[config.mk]
export PLATFORM = sky130hd
export DESIGN_NAME = tl_txn_tracker
export DESIGN_NICKNAME = d
export VERILOG_FILES = /design/src/rtl/tl_txn_tracker.sv
export SDC_FILE = /design/constraint.sdc
export NUM_CORES = 2
export LEC_CHECK = 0
export BUFFER_PORTS_ARGS = -buffer_cell sky130_fd_sc_hd__buf_2
export CELL_PAD_IN_SITES_DETAIL_PLACEMENT = 1
export CELL_PAD_IN_SITES_GLOBAL_PLACEMENT = 1
export CORE_ASPECT_RATIO = 0.6
export CORE_MARGIN = 2
export CORE_UTILIZATION = 45
export DETAILED_ROUTE_END_ITERATION = 8
export PLACE_DENSITY = 0.77
export SLEW_MARGIN = 25
export SYNTH_ARGS = -nofsm -noshare
export SYNTH_HDL_FRONTEND = slang
export SYNTH_SLANG_ARGS = --single-unit
[constraint.sdc]
create_clock -name clock -period 13.35 [get_ports clock]
set_input_delay 1.335 -clock clock [delete_from_list [all_inputs] [get_ports clock]]
set_output_delay 1.335 -clock clock [all_outputs]
set_load 0.01 [all_outputs]
[src/rtl/tl_txn_tracker.sv]
// tl_txn_tracker: passive TileLink A/D channel monitor.
// Tracks every outstanding request per source ID, counts beats of multi-beat
// messages and latches the first protocol violation seen (sticky until
// clear_err). Optional build macro TL_TXN_TRACKER_DPI_EN adds a report
// on every error capture plus a 64-bit cycle counter for it.
//
// Entry states:
//   S_IDLE    | no request outstanding on this source
//   S_A_BURST | request accepted, remaining A beats > 0
//   S_PENDING | request complete, waiting for the D first beat
//   S_D_BURST | response started, remaining D beats > 0
module tl_txn_tracker #(
    parameter int SIZE_WD   = 3,
    parameter int SOURCE_WD = 4,
    parameter int DATA_WD   = 256,
    parameter int TIMEOUT   = 1000,
    parameter int TMR_WD    = 16
) (
    input  logic                 clock,
    input  logic                 reset_n,
    input  logic [2:0]           a_opcode,
    input  logic [SIZE_WD-1:0]   a_size,
    input  logic [SOURCE_WD-1:0] a_source,
    input  logic                 a_valid,
    input  logic                 a_ready,
    input  logic [2:0]           d_opcode,
    input  logic [SIZE_WD-1:0]   d_size,
    input  logic [SOURCE_WD-1:0] d_source,
    input  logic                 d_valid,
    input  logic                 d_ready,
    input  logic                 clear_err,
    output logic [SOURCE_WD:0]   outstanding,
    output logic                 err_valid,
    output logic [2:0]           err_code,
    output logic [SOURCE_WD-1:0] err_source,
    output logic [31:0]          a_fire_cnt,
    output logic [31:0]          d_fire_cnt
);

    localparam int N      = 1 << SOURCE_WD;
    localparam int LOG_BB = $clog2(DATA_WD / 8);
    localparam int CNT_WD = SIZE_WD + 1;
    localparam logic [TMR_WD-1:0] TMO_MAX = TMR_WD'(TIMEOUT);
    localparam logic [TMR_WD-1:0] TMO_M1  = TMR_WD'(TIMEOUT - 1);

    typedef enum logic [1:0] {S_IDLE, S_A_BURST, S_PENDING, S_D_BURST} st_e;

    // Beats minus one for a message; non-data messages are always one beat.
    function automatic logic [CNT_WD-1:0] beats_m1(input logic data_op,
                                                   input logic [SIZE_WD-1:0] size);
        logic [CNT_WD-1:0] one;
        int sh;
        one = CNT_WD'(1);
        sh  = int'(size) - LOG_BB;
        return (data_op && sh > 0) ? (one << sh) - one : '0;
    endfunction

    function automatic logic resp_ok(input logic [2:0] a_op, input logic [2:0] d_op);
        case (a_op)
            3'd0, 3'd1:       return d_op == 3'd0;
            3'd2, 3'd3, 3'd4: return d_op == 3'd1;
            3'd5:             return d_op == 3'd2;
            default:          return (d_op == 3'd4) || (d_op == 3'd5);
        endcase
    endfunction

    logic a_fire, d_fire;
    assign a_fire = a_valid & a_ready;
    assign d_fire = d_valid & d_ready;

    logic [N-1:0]   busy_d;
    logic [N-1:0]   tmo_v;
    logic [3*N-1:0] a_err_v;
    logic [3*N-1:0] d_err_v;

    for (genvar i = 0; i < N; i++) begin : g_ent
        localparam logic [SOURCE_WD-1:0] IDX = SOURCE_WD'(i);
        st_e               st_q, st_d;
        logic [CNT_WD-1:0] cnt_q, cnt_d;
        logic [2:0]        op_q, op_d;
        logic [SIZE_WD-1:0] sz_q, sz_d;
        logic [TMR_WD-1:0] tmr_q, tmr_d;
        logic              to_q, to_d;
        logic              a_hit, d_hit, tmo;
        logic [2:0]        a_err, d_err;

        assign a_hit = a_fire && (a_source == IDX);
        assign d_hit = d_fire && (d_source == IDX);

        // Entry next state: D applied first, then A on the resulting state.
        always_comb begin
            st_d  = st_q;
            cnt_d = cnt_q;
            op_d  = op_q;
            sz_d  = sz_q;
            tmr_d = '0;
            to_d  = 1'b0;
            a_err = 3'd0;
            d_err = 3'd0;
            tmo   = 1'b0;
            if (d_hit) begin
                case (st_q)
                    S_PENDING: begin
                        if (!resp_ok(op_q, d_opcode)) d_err = 3'd3;
                        op_d  = d_opcode;
                        sz_d  = d_size;
                        cnt_d = beats_m1((d_opcode == 3'd1) || (d_opcode == 3'd5), d_size);
                        st_d  = (cnt_d != '0) ? S_D_BURST : S_IDLE;
                    end
                    S_D_BURST: begin
                        if (d_opcode != op_q || d_size != sz_q) d_err = 3'd4;
                        cnt_d = cnt_q - CNT_WD'(1);
                        if (cnt_q == CNT_WD'(1)) st_d = S_IDLE;
                    end
                    default: d_err = 3'd2;
                endcase
            end
            if (a_hit) begin
                case (st_d)
                    S_IDLE: begin
                        op_d  = a_opcode;
                        sz_d  = a_size;
                        cnt_d = beats_m1(a_opcode <= 3'd3, a_size);
                        st_d  = (cnt_d != '0) ? S_A_BURST : S_PENDING;
                    end
                    S_A_BURST: begin
                        if (a_opcode != op_q || a_size != sz_q) a_err = 3'd4;
                        cnt_d = cnt_q - CNT_WD'(1);
                        if (cnt_q == CNT_WD'(1)) st_d = S_PENDING;
                    end
                    default: a_err = 3'd1;
                endcase
            end
            if (st_q == S_PENDING && !d_hit) begin
                tmr_d = (tmr_q == TMO_MAX) ? tmr_q : tmr_q + TMR_WD'(1);
                tmo   = (tmr_q == TMO_M1) && !to_q;
                to_d  = to_q | tmo;
            end
        end

        // Entry registers.
        always_ff @(posedge clock or negedge reset_n) begin
            if (!reset_n) begin
                st_q  <= S_IDLE;
                cnt_q <= '0;
                op_q  <= '0;
                sz_q  <= '0;
                tmr_q <= '0;
                to_q  <= 1'b0;
            end else begin
                st_q  <= st_d;
                cnt_q <= cnt_d;
                op_q  <= op_d;
                sz_q  <= sz_d;
                tmr_q <= tmr_d;
                to_q  <= to_d;
            end
        end

        assign busy_d[i]        = (st_d != S_IDLE);
        assign tmo_v[i]         = tmo;
        assign a_err_v[3*i +: 3] = a_err;
        assign d_err_v[3*i +: 3] = d_err;
    end

    logic [2:0]           a_code, d_code, new_code;
    logic [SOURCE_WD-1:0] tmo_src, new_src;
    logic                 new_err, capture;
    logic [SOURCE_WD:0]   out_d, out_q;

    // Merge per-entry errors: lowest code wins, A beats D on a tie.
    always_comb begin
        a_code  = 3'd0;
        d_code  = 3'd0;
        tmo_src = '0;
        out_d   = '0;
        for (int k = N - 1; k >= 0; k--) begin
            a_code = a_code | a_err_v[3*k +: 3];
            d_code = d_code | d_err_v[3*k +: 3];
            if (tmo_v[k]) tmo_src = SOURCE_WD'(k);
            out_d = out_d + (SOURCE_WD+1)'(busy_d[k]);
        end
        new_err  = 1'b1;
        new_code = 3'd0;
        new_src  = '0;
        if (a_code != 3'd0 && (d_code == 3'd0 || a_code <= d_code)) begin
            new_code = a_code;
            new_src  = a_source;
        end else if (d_code != 3'd0) begin
            new_code = d_code;
            new_src  = d_source;
        end else if (tmo_v != '0) begin
            new_code = 3'd5;
            new_src  = tmo_src;
        end else begin
            new_err = 1'b0;
        end
    end

    logic                 err_valid_q, err_valid_d;
    logic [2:0]           err_code_q, err_code_d;
    logic [SOURCE_WD-1:0] err_source_q, err_source_d;
    logic [31:0]          a_fire_cnt_q, a_fire_cnt_d, d_fire_cnt_q, d_fire_cnt_d;

    assign capture = new_err && (!err_valid_q || clear_err);

    // Sticky first-error capture; a new error beats a same-cycle clear.
    always_comb begin
        err_valid_d  = err_valid_q;
        err_code_d   = err_code_q;
        err_source_d = err_source_q;
        if (capture) begin
            err_valid_d  = 1'b1;
            err_code_d   = new_code;
            err_source_d = new_src;
        end else if (clear_err) begin
            err_valid_d  = 1'b0;
            err_code_d   = 3'd0;
            err_source_d = '0;
        end
        a_fire_cnt_d = a_fire_cnt_q + 32'(a_fire);
        d_fire_cnt_d = d_fire_cnt_q + 32'(d_fire);
    end

    // Status registers.
    always_ff @(posedge clock or negedge reset_n) begin
        if (!reset_n) begin
            err_valid_q  <= 1'b0;
            err_code_q   <= 3'd0;
            err_source_q <= '0;
            out_q        <= '0;
            a_fire_cnt_q <= '0;
            d_fire_cnt_q <= '0;
        end else begin
            err_valid_q  <= err_valid_d;
            err_code_q   <= err_code_d;
            err_source_q <= err_source_d;
            out_q        <= out_d;
            a_fire_cnt_q <= a_fire_cnt_d;
            d_fire_cnt_q <= d_fire_cnt_d;
        end
    end

    assign outstanding = out_q;
    assign err_valid   = err_valid_q;
    assign err_code    = err_code_q;
    assign err_source  = err_source_q;
    assign a_fire_cnt  = a_fire_cnt_q;
    assign d_fire_cnt  = d_fire_cnt_q;

`ifdef TL_TXN_TRACKER_DPI_EN
    logic [63:0] cyc_q, cyc_d;
    assign cyc_d = cyc_q + 64'd1;

    // Free-running cycle stamp for error reports.
    always_ff @(posedge clock or negedge reset_n) begin
        if (!reset_n) cyc_q <= '0;
        else          cyc_q <= cyc_d;
    end

    // Report each captured error to the environment.
    always @(posedge clock) begin
        if (reset_n && capture)
            $display("tl_tracker_report code=%0d source=%0d cycle=%0d",
                     new_code, 32'(new_src), cyc_q);
    end
`endif

endmodule

# After elaboration in Yosys (flattened, before gate mapping)
# Index checks and enable logic that the tools add are counted.
# totals
register_bits,541
wordCells,1273
# op_classes
addsub,53
n_lt_le_gt_ge,4
eq_ne,290
shifts,2
mux,547
bitwise_logic,48
reduce_logical,227
# ops
cell,n
two-way mux 3 bit,197
equality test 16 x 10 -> 1 bit (second input constant),32
two-way mux 16 bit,32
adder 16 x 1 -> 16 bit (second input constant),16
one-hot mux 4 bit (2 select lines),32
two-way mux 4 bit,55
inequality test 3 bit,64
one-hot mux 3 bit (2 select lines),32
two-way mux 2 bit,82
one-hot mux 2 bit (2 select lines),32
equality test 3 bit (second input constant),34
equality test 3 x 2 -> 1 bit (second input constant),33
bitwise OR 3 bit,30
equality test 4 x 1 -> 1 bit (second input constant),18
subtractor 4 x 1 -> 4 bit (second input constant),18
two-way mux 1 bit,69
logical AND 1 bit,68
adder 32 x 1 -> 32 bit,2
equality test 2 bit (second input constant),32
equality test 4 bit (second input constant),16
<< shifter 1 x 32 -> 4 bit (first input constant),2
adder 5 x 1 -> 5 bit,11
zero test 3 bit,18
equality test 3 x 1 -> 1 bit (second input constant),17
other kinds (25),229

# Depth between registers and ports, before layout
# logic_depth
depth_word,32
depth_mapped,26
mapped_depth_nobuf,22

# Worst setup path before layout
# No wires, ideal clock.
# synth_timing
path_type,in2reg
startpoint,in d_size[1]
endpoint,reg out_q[4] (netlist: outstanding[4])
setup_time_ps,64
t_arrival_ps,7950
required_ps,13286
slack_ps,5336
stages,25
n_path_buf,6
path_cell_list,clkbuf_1 > clkbuf_1 > clkbuf_1 > clkbuf_1 > nand4_1 > ha_1 > or3b_4 > nand2_1 > clkbuf_1 > clkbuf_1 > a21boi_0 > o22ai_1 > nand3_1 > o221ai_1 > nor2_1 > fa_1 > inv_1 > fa_1 > fa_1 > fa_1 > ha_1 > inv_1 > fa_1 > nor2b_1 > o21a_1
# synth_rtl
element,line,rtl
start: declaration,27,"input logic [SIZE_WD-1:0] d_size,"
subtractor 3 x 3 -> 4 bit *,54,sh = int'(size) - LOG_BB;
<< shifter 1 x 32 -> 4 bit / greater-than comparator 4 x 1 -> 1 bit (equally long branches),55,return (data_op && sh > 0) ? (one << sh) - one : '0;
subtractor 4 x 1 -> 4 bit / logical AND 1 bit (equally long branches),55,
two-way mux 4 bit *,55,
nonzero test 4 bit *,108,st_d = (cnt_d != '0) ? S_D_BURST : S_IDLE;
two-way mux 2 bit *,108,
one-hot mux 2 bit (2 select lines) *,102,case (st_q)
two-way mux 2 bit *,101,if (d_hit) begin
"equality test 2 x 1 -> 1 bit, or another cell as far along",119,case (st_d)
one-hot mux 2 bit (2 select lines),119,
two-way mux 2 bit *,118,if (a_hit) begin
net g_ent[0].st_d[1],78,"st_e st_q, st_d;"
nonzero test 2 bit *,160,assign busy_d[i] = (st_d != S_IDLE);
adder 5 x 1 -> 5 bit *,181,out_d = out_d + (SOURCE_WD+1)'(busy_d[k]);
net out_d[4],169,"logic [SOURCE_WD:0] out_d, out_q;"
end signal: assignment,238,out_q <= out_d;
end: declaration,169,
# The timed path passes the listed nets; every way through them passes the cells marked *.
# A chain may end at the register's enable or synchronous reset.

# Worst setup path after layout
# layout_timing
startpoint,in d_size[1]
endpoint,reg out_q[4] (netlist: outstanding[4])
# layout_rtl
element,line
subtractor 3 x 3 -> 4 bit *,54
<< shifter 1 x 32 -> 4 bit / greater-than comparator 4 x 1 -> 1 bit (equally long branches),55
subtractor 4 x 1 -> 4 bit / logical AND 1 bit (equally long branches),55
two-way mux 4 bit *,55
nonzero test 4 bit *,108
two-way mux 2 bit *,108
one-hot mux 2 bit (2 select lines) *,102
two-way mux 2 bit *,101
"equality test 2 x 1 -> 1 bit, or another cell as far along",119
one-hot mux 2 bit (2 select lines),119
two-way mux 2 bit *,118
net g_ent[3].st_d[0],78
nonzero test 2 bit *,160
adder 5 x 1 -> 5 bit * (4 in series),181
net out_d[4],169
# Marked as above.

==> qor.csv <==
metric,value,unit
wl_per_cell,22.7,um
syn-num-nets,4019,
detail-route-antenna-nets,0,
cp_max_fo,34,
endpoint_kind,flip-flop,
die_w,359,um
post_cts_buffers,0,
port_buffers,103,
synthFlopType,dfrtp_1,
p_total,5.72,mW
cts.sinks,541,
crit_arrival,9.34,ns
period_minus_slack,8.76,ns
timing.rr.end,outstanding[4]$_DFF_PN0_,
rrSetupSlack,6.31,ns
timing.slew.headroom,24.3,%
syn-cell-area,33900,sq um
gp_congestion,1.02,
dr.pass1.iters,5,
setup_viol,0,
avgViaCountPerCell,6.06,
worst_ep_required_time,13.93,ns
reg2reg_from,g_ent[3].cnt_q[1]$_DFF_PN0_,
vias,29900,
cp-start-kind,input port,
synth.distinct_cells,90,
grt.overflow.total,0,
antenna_found_initial,9,
hp-start,d_fire_cnt[31]$_DFF_PN0_,
drive_above_1_share,7.54,%
post_cts_resized,0,
status,completed,
track_usage,28.8,%
fin_worst_skew,0.0226,ns
ir_worst_vdd,0.155,mV
grt_pass1_vias,29700,
fin_crit_sh,65.6,%
hold_depth,1,
hold_end,d_fire_cnt[31]$_DFF_PN0_,
finalHoldViolations,0,
finalWirelength,112000,um
fin_setup_tns,0,ns
synth-seq-cells,541,
die_h,217,um
clockBufferDepth,3,
min_path_type,reg -> reg,
nets,4026,
h-tree-depth,2,
fmax,114,MHz
clkTransAtPathRegs,0.07,ns
core,74200,sq um
synth-async-reset-ratio,100,%
cts_made_buffers,56,
clockRootBuffer,clkbuf_16,
num_rows,77,
crit_top_cell,fa_1,
grt_start_max_net_pins,160,
cts_hold_buf,0,
route.detailed.drc,0,
hpwl,80700,um
drv_slew,0,
tritoncts,done,
critPathSlowestCell,nor3_1,
io_pins,104,
power_density,153,nW/um^2
ff2ff_path_depth,20,
rsz0062_at_grt,no,
dieArea,77700,sq um
clock_latency,0.65,ns
worst_pin_slew,1.12,ns
synth-edff-count,0,
maxCapViolCount,0,
syn_avg_cell_area,8.70,sq um
start_util,45.8,%
p_leak,15.3,nW
yosysSeqAreaShare,39.9,%
drt_iter0_drc,3165,
area_growth_syn_to_layout,10.0,%
synthCells,3901,
cpPeakStageDelay,0.90,ns
worstSetupPathType,in -> reg,
yosysWarnings,0,
grt_pass1_wl,177000,um
[layout make-up]
cell class,instances,area (sq um)
Inverter,154,578
Clock inverter,23,325
Timing Repair Buffer,163,1020
Sequential cell,541,13500
Antenna cell,5,12.5
Fill cell,8647,36800
Clock buffer,80,1630
Tap cell,987,1230
Multi-Input combinational cell,2992,19000
[per-layer routing]
metal	vias up	track usage (%)	share of wire, %
met5	-	0	0.019
met4	4	7.32	2.6
met3	180	6.83	8.8
met2	1032	39.5	40
met1	15100	44.7	49
li1	13600	-	-
[cell families after synthesis]
kind of cell,Yosys count,synth area share (%)
DFF,541,39.9
and+or+nand+nor,1622,23.6
muxes,116,3.44
xor gates and xnor gates,479,12.4
AOI/OAI and AO/OA,684,12.9
adders and majority gates,91,3.57
buffers and inverters,368,4.24
[sequential cells by signal (all words and copies together) (netlist names)]
signal	flops
g_ent.to_q	16
g_ent.st_q	32
g_ent.tmr_q	256
err_valid	1
err_code	3
outstanding	5
g_ent.sz_q	48
g_ent.cnt_q	64
a_fire_cnt	32
d_fire_cnt	32
g_ent.op_q	48
err_source	4
[worst max path at each step]
stage,startpoint,end
5_1_grt,d_size[1],outstanding[4]$_DFF_PN0_
3_3_place_gp,d_size[1],outstanding[4]$_DFF_PN0_
3_5_place_dp,d_size[1],outstanding[4]$_DFF_PN0_
6_report,d_size[1],outstanding[4]$_DFF_PN0_
4_1_cts,d_size[1],outstanding[4]$_DFF_PN0_
2_1_floorplan,d_size[1],outstanding[4]$_DFF_PN0_
[per-stage QoR]
stage | setup slack [ns] | hold WS [ns] | cell area, sq um | util, % | std cells
after floorplan | 5.34 | 0.458 | 33900 | - | 3901
after global placement | 4.44 | 0.458 | 35300 | 47.6 | 4836
after detailed placement | 4.23 | 0.472 | 35300 | 47.6 | 4836
after CTS | 4.85 | 0.484 | 37300 | 50.3 | 4939
after global routing | 4.41 | 0.501 | 37300 | 50.3 | 4944
final | 4.59 | 0.475 | 37300 | 50.3 | 4945
[worst max-delay path: cells and delay by family]
kind,cells,cell delay (ns)
AO/OA/AOI/OAI,3,0.77
adder cells (fa/ha/maj),8,3.34
buffers and inverters,6,1.30
AND/OR/NAND/NOR,8,2.59
[power breakdown]
group          internal, mW  switching (mW)
sequential             1.89           0.415
combinational         0.761           0.964
clock                 0.970           0.720
[cell usage in the layout, fill, tap and decap left out, types with 14 or more instances in the layout]
cell,synthesis,routed
o22a_1,14,14
or3_1,64,64
and2_1,19,21
nand4b_1,15,15
clkbuf_16,0,57
nor3_1,106,106
nand3b_1,34,34
buf_4,4,56
xnor2_1,234,234
mux2i_1,111,111
nor2b_1,33,33
o22ai_1,33,33
a31oi_1,43,43
buf_2,10,102
o211ai_1,22,22
nor2_1,535,535
a22oi_1,19,19
and3_1,64,64
inv_1,154,154
nor3b_1,27,26
o221ai_1,52,52
ha_1,81,81
o21ai_0,155,150
nand4_1,80,80
nand2_1,320,320
a21oi_1,204,204
nor4_1,49,47
a211o_1,23,23
nand3_1,162,162
a211oi_1,19,19
dfrtp_1,541,541
xor2_1,245,245
nand2b_1,32,32
[cells in the mapped netlist, types with 33 or more instances]
| cell type | count | area (sq um) |
|---|---|---|
| nand3b_1 | 34 | 255 |
| inv_1 | 154 | 578 |
| nand4_1 | 80 | 500 |
| nand3_1 | 162 | 811 |
| nor4_1 | 49 | 307 |
| ha_1 | 81 | 1010 |
| mux2i_1 | 111 | 1110 |
| o21ai_0 | 155 | 776 |
| xnor2_1 | 234 | 2050 |
| xor2_1 | 245 | 2150 |
| or3_1 | 64 | 400 |
| and3_1 | 64 | 400 |
| a21oi_1 | 204 | 1020 |
| o221ai_1 | 52 | 455 |
| nor2_1 | 535 | 2010 |
| nor3_1 | 106 | 531 |
| nor2b_1 | 33 | 206 |
| clkbuf_1 | 165 | 619 |
| o22ai_1 | 33 | 206 |
| dfrtp_1 | 541 | 13500 |
| a31oi_1 | 43 | 269 |
| nand2_1 | 320 | 1200 |
(Power assumes the default switching activity.)
